[src/rtl/bm_rx_pkg.sv]
// Shared types and constants for the processor output-port receiver.
package bm_rx_pkg;

    localparam int unsigned DefaultWidth = 8;
    localparam int unsigned DefaultDepth = 4;
    localparam int unsigned RxCountWidth = 16;

    typedef enum logic [1:0] {
        StIdle,
        StAck,
        StWaitLow
    } rx_state_e;

endpackage

[src/rtl/bm_rx_fifo.sv]
// Power-of-two circular FIFO with occupancy count; pops on empty and pushes on full are dropped.
module bm_rx_fifo #(
    parameter int unsigned Width = 8,
    parameter int unsigned Depth = 4
) (
    input  logic                     clock_signal,
    input  logic                     reset_signal,
    input  logic                     push,
    input  logic [Width-1:0]         push_data,
    input  logic                     pop,
    output logic [Width-1:0]         head_data,
    output logic                     full,
    output logic                     empty,
    output logic [$clog2(Depth):0]   level
);

    localparam int unsigned AddrW = $clog2(Depth);
    localparam logic [AddrW:0] DepthLvl = {1'b1, {AddrW{1'b0}}};

    logic [Width-1:0] mem_q [Depth];
    logic [AddrW-1:0] wr_ptr_q;
    logic [AddrW-1:0] rd_ptr_q;
    logic [AddrW:0]   level_q;
    logic             do_push;
    logic             do_pop;

    assign full    = (level_q == DepthLvl);
    assign empty   = (level_q == '0);
    assign do_push = push && !full;
    assign do_pop  = pop && !empty;

    // Pointers wrap naturally because Depth is a power of two.
    always_ff @(posedge clock_signal) begin
        if (reset_signal) begin
            wr_ptr_q <= '0;
            rd_ptr_q <= '0;
            level_q  <= '0;
        end else begin
            if (do_push) wr_ptr_q <= wr_ptr_q + 1'b1;
            if (do_pop)  rd_ptr_q <= rd_ptr_q + 1'b1;
            case ({do_push, do_pop})
                2'b10:   level_q <= level_q + 1'b1;
                2'b01:   level_q <= level_q - 1'b1;
                default: level_q <= level_q;
            endcase
        end
    end

    always_ff @(posedge clock_signal) begin
        if (do_push) mem_q[wr_ptr_q] <= push_data;
    end

    assign head_data = mem_q[rd_ptr_q];
    assign level     = level_q;

endmodule

[src/rtl/bm_out_receiver.sv]
// Receives words from a processor output port (valid level / received pulse) into a FIFO.
// Define BM_RX_STATS_EN to add the saturating rx_count write counter.
module bm_out_receiver
    import bm_rx_pkg::*;
#(
    parameter int unsigned WIDTH = DefaultWidth,
    parameter int unsigned DEPTH = DefaultDepth
) (
    input  logic                    clock_signal,
    input  logic                    reset_signal,
    input  logic [WIDTH-1:0]        in_data,
    input  logic                    in_valid,
    output logic                    in_received,
    output logic [WIDTH-1:0]        out_data,
    output logic                    out_valid,
    input  logic                    out_ready,
    output logic [$clog2(DEPTH):0]  level
`ifdef BM_RX_STATS_EN
    ,
    output logic [RxCountWidth-1:0] rx_count
`endif
);

    rx_state_e state_q, state_d;
    logic      push;
    logic      full;
    logic      empty;

    always_ff @(posedge clock_signal) begin
        if (reset_signal) state_q <= StIdle;
        else              state_q <= state_d;
    end

    // Full is the registered flag, so a same-cycle pop never unblocks a write.
    always_comb begin
        state_d = state_q;
        case (state_q)
            StIdle:    if (in_valid && !full) state_d = StAck;
            StAck:     state_d = StWaitLow;
            StWaitLow: if (!in_valid) state_d = StIdle;
            default:   state_d = StIdle;
        endcase
    end

    always_comb begin
        push        = (state_q == StIdle) && in_valid && !full;
        in_received = (state_q == StAck);
    end

    bm_rx_fifo #(
        .Width (WIDTH),
        .Depth (DEPTH)
    ) u_fifo (
        .clock_signal (clock_signal),
        .reset_signal (reset_signal),
        .push         (push),
        .push_data    (in_data),
        .pop          (out_ready),
        .head_data    (out_data),
        .full         (full),
        .empty        (empty),
        .level        (level)
    );

    assign out_valid = !empty;

`ifdef BM_RX_STATS_EN
    logic [RxCountWidth-1:0] rx_count_q;

    always_ff @(posedge clock_signal) begin
        if (reset_signal) begin
            rx_count_q <= '0;
        end else if (push && (rx_count_q != '1)) begin
            rx_count_q <= rx_count_q + 1'b1;
        end
    end

    assign rx_count = rx_count_q;
`endif

endmodule

[config.mk]
export PLATFORM = sky130hd
export DESIGN_NAME = bm_out_receiver
export DESIGN_NICKNAME = d
export VERILOG_FILES = /design/src/rtl/bm_rx_pkg.sv /design/src/rtl/bm_rx_fifo.sv /design/src/rtl/bm_out_receiver.sv
export SDC_FILE = /design/constraint.sdc
export NUM_CORES = 1
export LEC_CHECK = 0
export ABC_AREA = 1
export BUFFER_PORTS_ARGS = -buffer_cell sky130_fd_sc_hd__buf_2
export CAP_MARGIN = 10
export CORE_MARGIN = 5
export CORE_UTILIZATION = 59
export DETAILED_ROUTE_END_ITERATION = 10
export PLACE_DENSITY = 0.82
export SLEW_MARGIN = 0
export SYNTH_ARGS = -nofsm -noshare
export SYNTH_HDL_FRONTEND = slang
export SYNTH_SLANG_ARGS = --single-unit
[constraint.sdc]
create_clock -name clock_signal -period 3.2 [get_ports clock_signal]
set_input_delay 0.48 -clock clock_signal [delete_from_list [all_inputs] [get_ports clock_signal]]
set_output_delay 0.48 -clock clock_signal [all_outputs]
set_load 0.005 [all_outputs]
* Word-level counts from Yosys, hierarchy flattened
Memory sizes are Yosys's and may differ from the RTL's. A register that Yosys moved wholly into a read port is not among the register bits.
Index checks and enable logic that the tools add are counted.
** Operators by class
- Equal/unequal tests :: 7
- Reduce and logical (&&, ||, !) cells :: 11
- Multiplexer cells :: 8
- Add/sub/neg operators :: 4
** Operators by type and width (count)
- $mux 2 :: 4
- $pmux 2 s3 :: 1
- $pmux 3 s2 :: 1
- $logic_and 1x1->1 :: 5
- $add 2x1->2 const B :: 2
- $eq 2x1->1 const B :: 2
- $eq 2x2->1 const B :: 2
- $ne 2x2->1 const B :: 2
- $add 3x1->3 const B :: 1
- $eq 3x3->1 const B :: 1
- $logic_not 3->1 :: 1
- $sub 3x1->3 const B :: 1
- $logic_not 1->1 :: 2
- $logic_not 2->1 :: 1
- $mux 1 :: 2
- $reduce_and 2->1 :: 1
- $reduce_bool 2->1 :: 1
** Storage, ports and cells
- Register bits after elaboration :: 9
- Memories :: 1
- Logic and storage cells :: 35
- Memory bits (writable) :: 32
** Memory list
- u_fifo.mem_q :: depth 4, bits a word 8, rd ports 1, clocked after memory_dff 1, write ports 1, RTL line bm_rx_fifo.sv:20 : logic [Width-1:0] mem_q [Depth];

* Depth between registers and ports, before layout
- Depth in word-level cells :: 6
- Mapped depth :: 13

* By module
A second synthesis with hierarchy kept.
** Unflattened totals
- Cells, all modules :: 159
- Area total of the unflattened synthesis :: 1786.7 sq um
** Modules (own cells, without submodules)
- bm_rx_fifo :: cells each 146, sequential area each 1141.1 sq um, times used 1, area each 1691.6 sq um
- bm_out_receiver :: cells each 13, sequential area each 40.0 sq um, times used 1, area each 95.1 sq um

* Worst setup path before layout
OpenSTA, ideal clock, no wires.
- Path kind :: input -> register
- Start point :: in in_valid
- End point :: reg u_fifo.level_q[2], in the netlist u_fifo.level[2]
- Setup slack :: 1425 ps
- Required time :: 3087 ps
- Cell stages on the path :: 12
- Arrival time :: 1662 ps
- Cells stage by stage :: nand2_1 -> nor2_4 -> nand2_1 -> ha_1 -> inv_1 -> fa_1 -> inv_1 -> nand2_1 -> nand3_1 -> nand2_1 -> nand2_1 -> nor2_1
** Between the ends
- Longest elaborated chain between the ends :: 5
- Elaborated cells on any way between the ends :: 7
** Ends and longest elaborated chain
- from (decl) :: RTL line bm_out_receiver.sv:12 : input logic in_valid,
- $logic_and 1x1->1 * (2 in series) :: RTL line bm_out_receiver.sv:46 : push = (state_q == StIdle) && in_valid && !full;
- $logic_and 1x1->1 * :: RTL line bm_rx_fifo.sv:29 : assign do_push = push && !full;
- $eq 2x1->1 / $eq 2x2->1 (equally long branches) :: RTL line bm_rx_fifo.sv:41 : case ({do_push, do_pop})
- $pmux 3 s2 / $reduce_bool 2->1 (equally long branches)
- to (signal assigned) :: RTL line bm_rx_fifo.sv:42 : 2'b10: level_q <= level_q + 1'b1;
- to (signal assigned) :: RTL line bm_rx_fifo.sv:43 : 2'b01: level_q <= level_q - 1'b1;
- to (signal assigned) :: RTL line bm_rx_fifo.sv:44 : default: level_q <= level_q;
- to (decl) :: RTL line bm_rx_fifo.sv:23 : logic [AddrW:0] level_q;
Mark *: on every way between the ends. The rest lies on a longest branch, timed or not.
A chain may end at the register's enable or synchronous reset.

==> key figures <==
Status
  – Outcome: finished, final reports clean

Critical path
  – Crit path kind: register to primary output
  – R2R cell count: 12
  – Required @ worst endpoint: approximately 2700 ps
  – Critical Path Sink Type: primary output
  – FF-to-FF setup slack: 1190 ps
  – Worst path max stage delay: roughly 700 ps
  – Worst Setup Start Kind: register
  – Cell chain of the critical path: inv_2, o21ai_0, o22ai_1, buf_2
  – CP Data Arrival Time: between 1500 and 2000 ps
  – Critical path's slowest cell: dfxtp_1
  – CP max FO: 17
  – Worst flop-to-flop path endpoint: u_fifo.level[2]
  – R2R Path Start: u_fifo.level[0]

Cells and area
  – Area Overhead vs Synth: 12.6%
  – Layout Utilization: between 70% and 80%
  – Finished Cell Area: roughly 2000 sq um
  – Most common cell after layout, fill and taps aside: edfxtp_1
  – Nets: 203
  – Most frequent cells in the layout: 32 x edfxtp_1, 29 x nor2_1, 24 x buf_2
  – ANT cells: 0
  – Fraction of layout cells with a size suffix above 1: 21.0%

Clock network
  – TritonCTS Buffers: 5
  – Setup Buffers After CTS: 0
  – Post-cts sizing count: 0
  – Clk buf depth: 2
  – CTS H-tree lvls: 2
  – Clock Root Buffer: clkbuf_4
  – Clk_lat worst skew: around 350 ps
  – Clock slew at reported path FFs: around 120 ps
  – CTS sink count: 43
  – CTS tree: done
  – Hold buffer count at cts: 0

Power
  – Power, Total: 1520 uW
  – Power per cell area: 768 nW/um^2
  – Int Power: around 1000 uW
  – Leak: between 0.0007 and 0.0008 uW
  – Comb pwr share: 27.6%
  – Reg power frac: 49.2%
  – Max VDD drop: 601 uV
  – Switch Pwr: 497 uW
  – Switching share of power: 32.6%
  – Clock power frac: between 20% and 30%

STA
  – Clock Skews: between 5 and 6 ps
  – Minimum clock period: 2260 ps
  – Final Max Slew Viols: 0
  – Final period utilization: 70.7%
  – Final hold violations: 0
  – Fmax achieved: ~0.44 GHz
  – Final setup fails: 0
  – Slew headroom: 43.5%
  – Slew at the pin with the worst max-slew slack: 844 ps
  – Setup TNS: 0 ps
  – RSZ-0062 raised after global routing: no

Global routing
  – Pin count of the biggest net entering global routing: 18
  – Initial antenna violation count: 0
  – Vias in the first global route: 1255
  – Gr ovfl total: 0
  – GR Util All Layers: 17.6%
  – First-pass GRT wire length: 5.37 mm

Route
  – Drt pass-1 iters: 4
  – Via count: 1188
  – Vias per cell: between 5 and 6
  – 1st-iter DRT viols: a little over 60
  – DR DRC count: 0
  – Total Routed Length: 3.30 mm
  – Post-DR wirelength/cell: ~15 um
  – Post-DRT Antenna Nets: 0

Job
  – Max Cap Viol: 0

Synth
  – Synth area leaders: edfxtp_1 55%, dfxtp_1 13%, nor2_1 6.2%, o21ai_0 4.3%, inv_1 4.0%
  – Post-Syn Instances: 156
  – Post-synthesis cell area: 1760 sq um
  – Synth Warn #: 0
  – Mean Syn Cell Area: 11.3 sq um
  – Mapped Nets: 174
  – Yosys top cell by area: edfxtp_1
  – Sequential area share after synthesis: 67.0%
  – Top-area cell type share of the netlist area: 54.5%
  – Yosys cell types: 18
  – Seq cells post-synth: 43

Floorplanning
  – Initial Util: 62.8%
  – Num rows: 19
  – Io pins: 25
  – Die footprint: between 4000 and 5000 sq um
  – Die Y-Extent: roughly 65 um
  – Die Wd: 64.6 um
  – Core area: around 2800 sq um

Place
  – Placed cell areas: 1900 sq um
  – Gp weighted congestion: 0.797
  – PortBufs: 24
  – Post-DP HPWL: 2.33 mm

Worst hold path
  – Worst min path class: input pin to register
  – Worst Hold Launch: reset_signal
  – Worst hold path depth: 2
  – Hold EP: state_q[0]
flip-flops by register name (all words and copies together) (netlist names), named ones only:
| register | cells |
|---|---|
| u_fifo.mem_q | 32 |
| u_fifo.level | 3 |
| state_q | 2 |
| u_fifo.rd_ptr_q | 2 |
| u_fifo.wr_ptr_q | 2 |
cells in the mapped netlist, drive strengths merged:
cell and n:
edfxtp 32, inv 20, nor2 31, nand2 16
buf 2, nand3 5, ha 5, o22ai 8
dfxtp 11, fa 1, a21oi 6, o21ai 19
layer usage:
layer  vias up  global-route usage, %  share of wire (%)
li1        586                      -                  -
met1       551                   17.6                 37
met2        46                   31.8                 54
met3         5                   6.04                7.2
met4         0                   10.3                1.3
met5         -                      0                  0
worst max path at each step:
stage,to
final,out_data[0]
after global routing,out_data[2]
after CTS,out_data[7]
after detailed placement,u_fifo.level[2]
after global placement,u_fifo.level[2]
after floorplan,u_fifo.level[2]
final cells by class:
type,count,area [sq um]
Clock inverter,2,35.0
Inverter,20,75.1
Timing Repair Buffer,24,120
Sequential cell,43,1180
Tap cell,31,38.8
Multi-Input combinational cell,91,483
Clock buffer,6,51.3
Fill cell,207,821
cell families (layout without fill, tap and decap cells):
logic type | Yosys count | in the layout | synth area share, %
flip-flops | 43 | 43 | 67.0
AND/OR/NAND/NOR | 52 | 52 | 12.1
buffers and inverters | 22 | 52 | 5.54
AO/OA/AOI/OAI | 33 | 33 | 10.6
adder cells (fa/ha/maj) | 6 | 6 | 4.69
through the flow:
stage	hold slack (ps)	std cells	worst slack (ps)
global route	291	217	724
detailed placement	497	209	1110
finish	336	217	938
CTS	306	217	895
global placement	479	209	1270
floorplan	459	156	1430
worst max-delay path, delay by kind of cell, from the launching register on:
family	cells	cell delay [ps]
AO/OA/AOI/OAI	2	340
buffers and inverters	2	390
flip-flops	1	700
power by group through the flow:
stage	Combinational, uW	Clock, uW	Sequential, uW
floorplan	292	0	736
global placement	392	0	756
detailed placement	419	0	763
CTS	422	362	750
global route	478	392	761
finish	420	354	750
(Power assumes the default switching activity.)
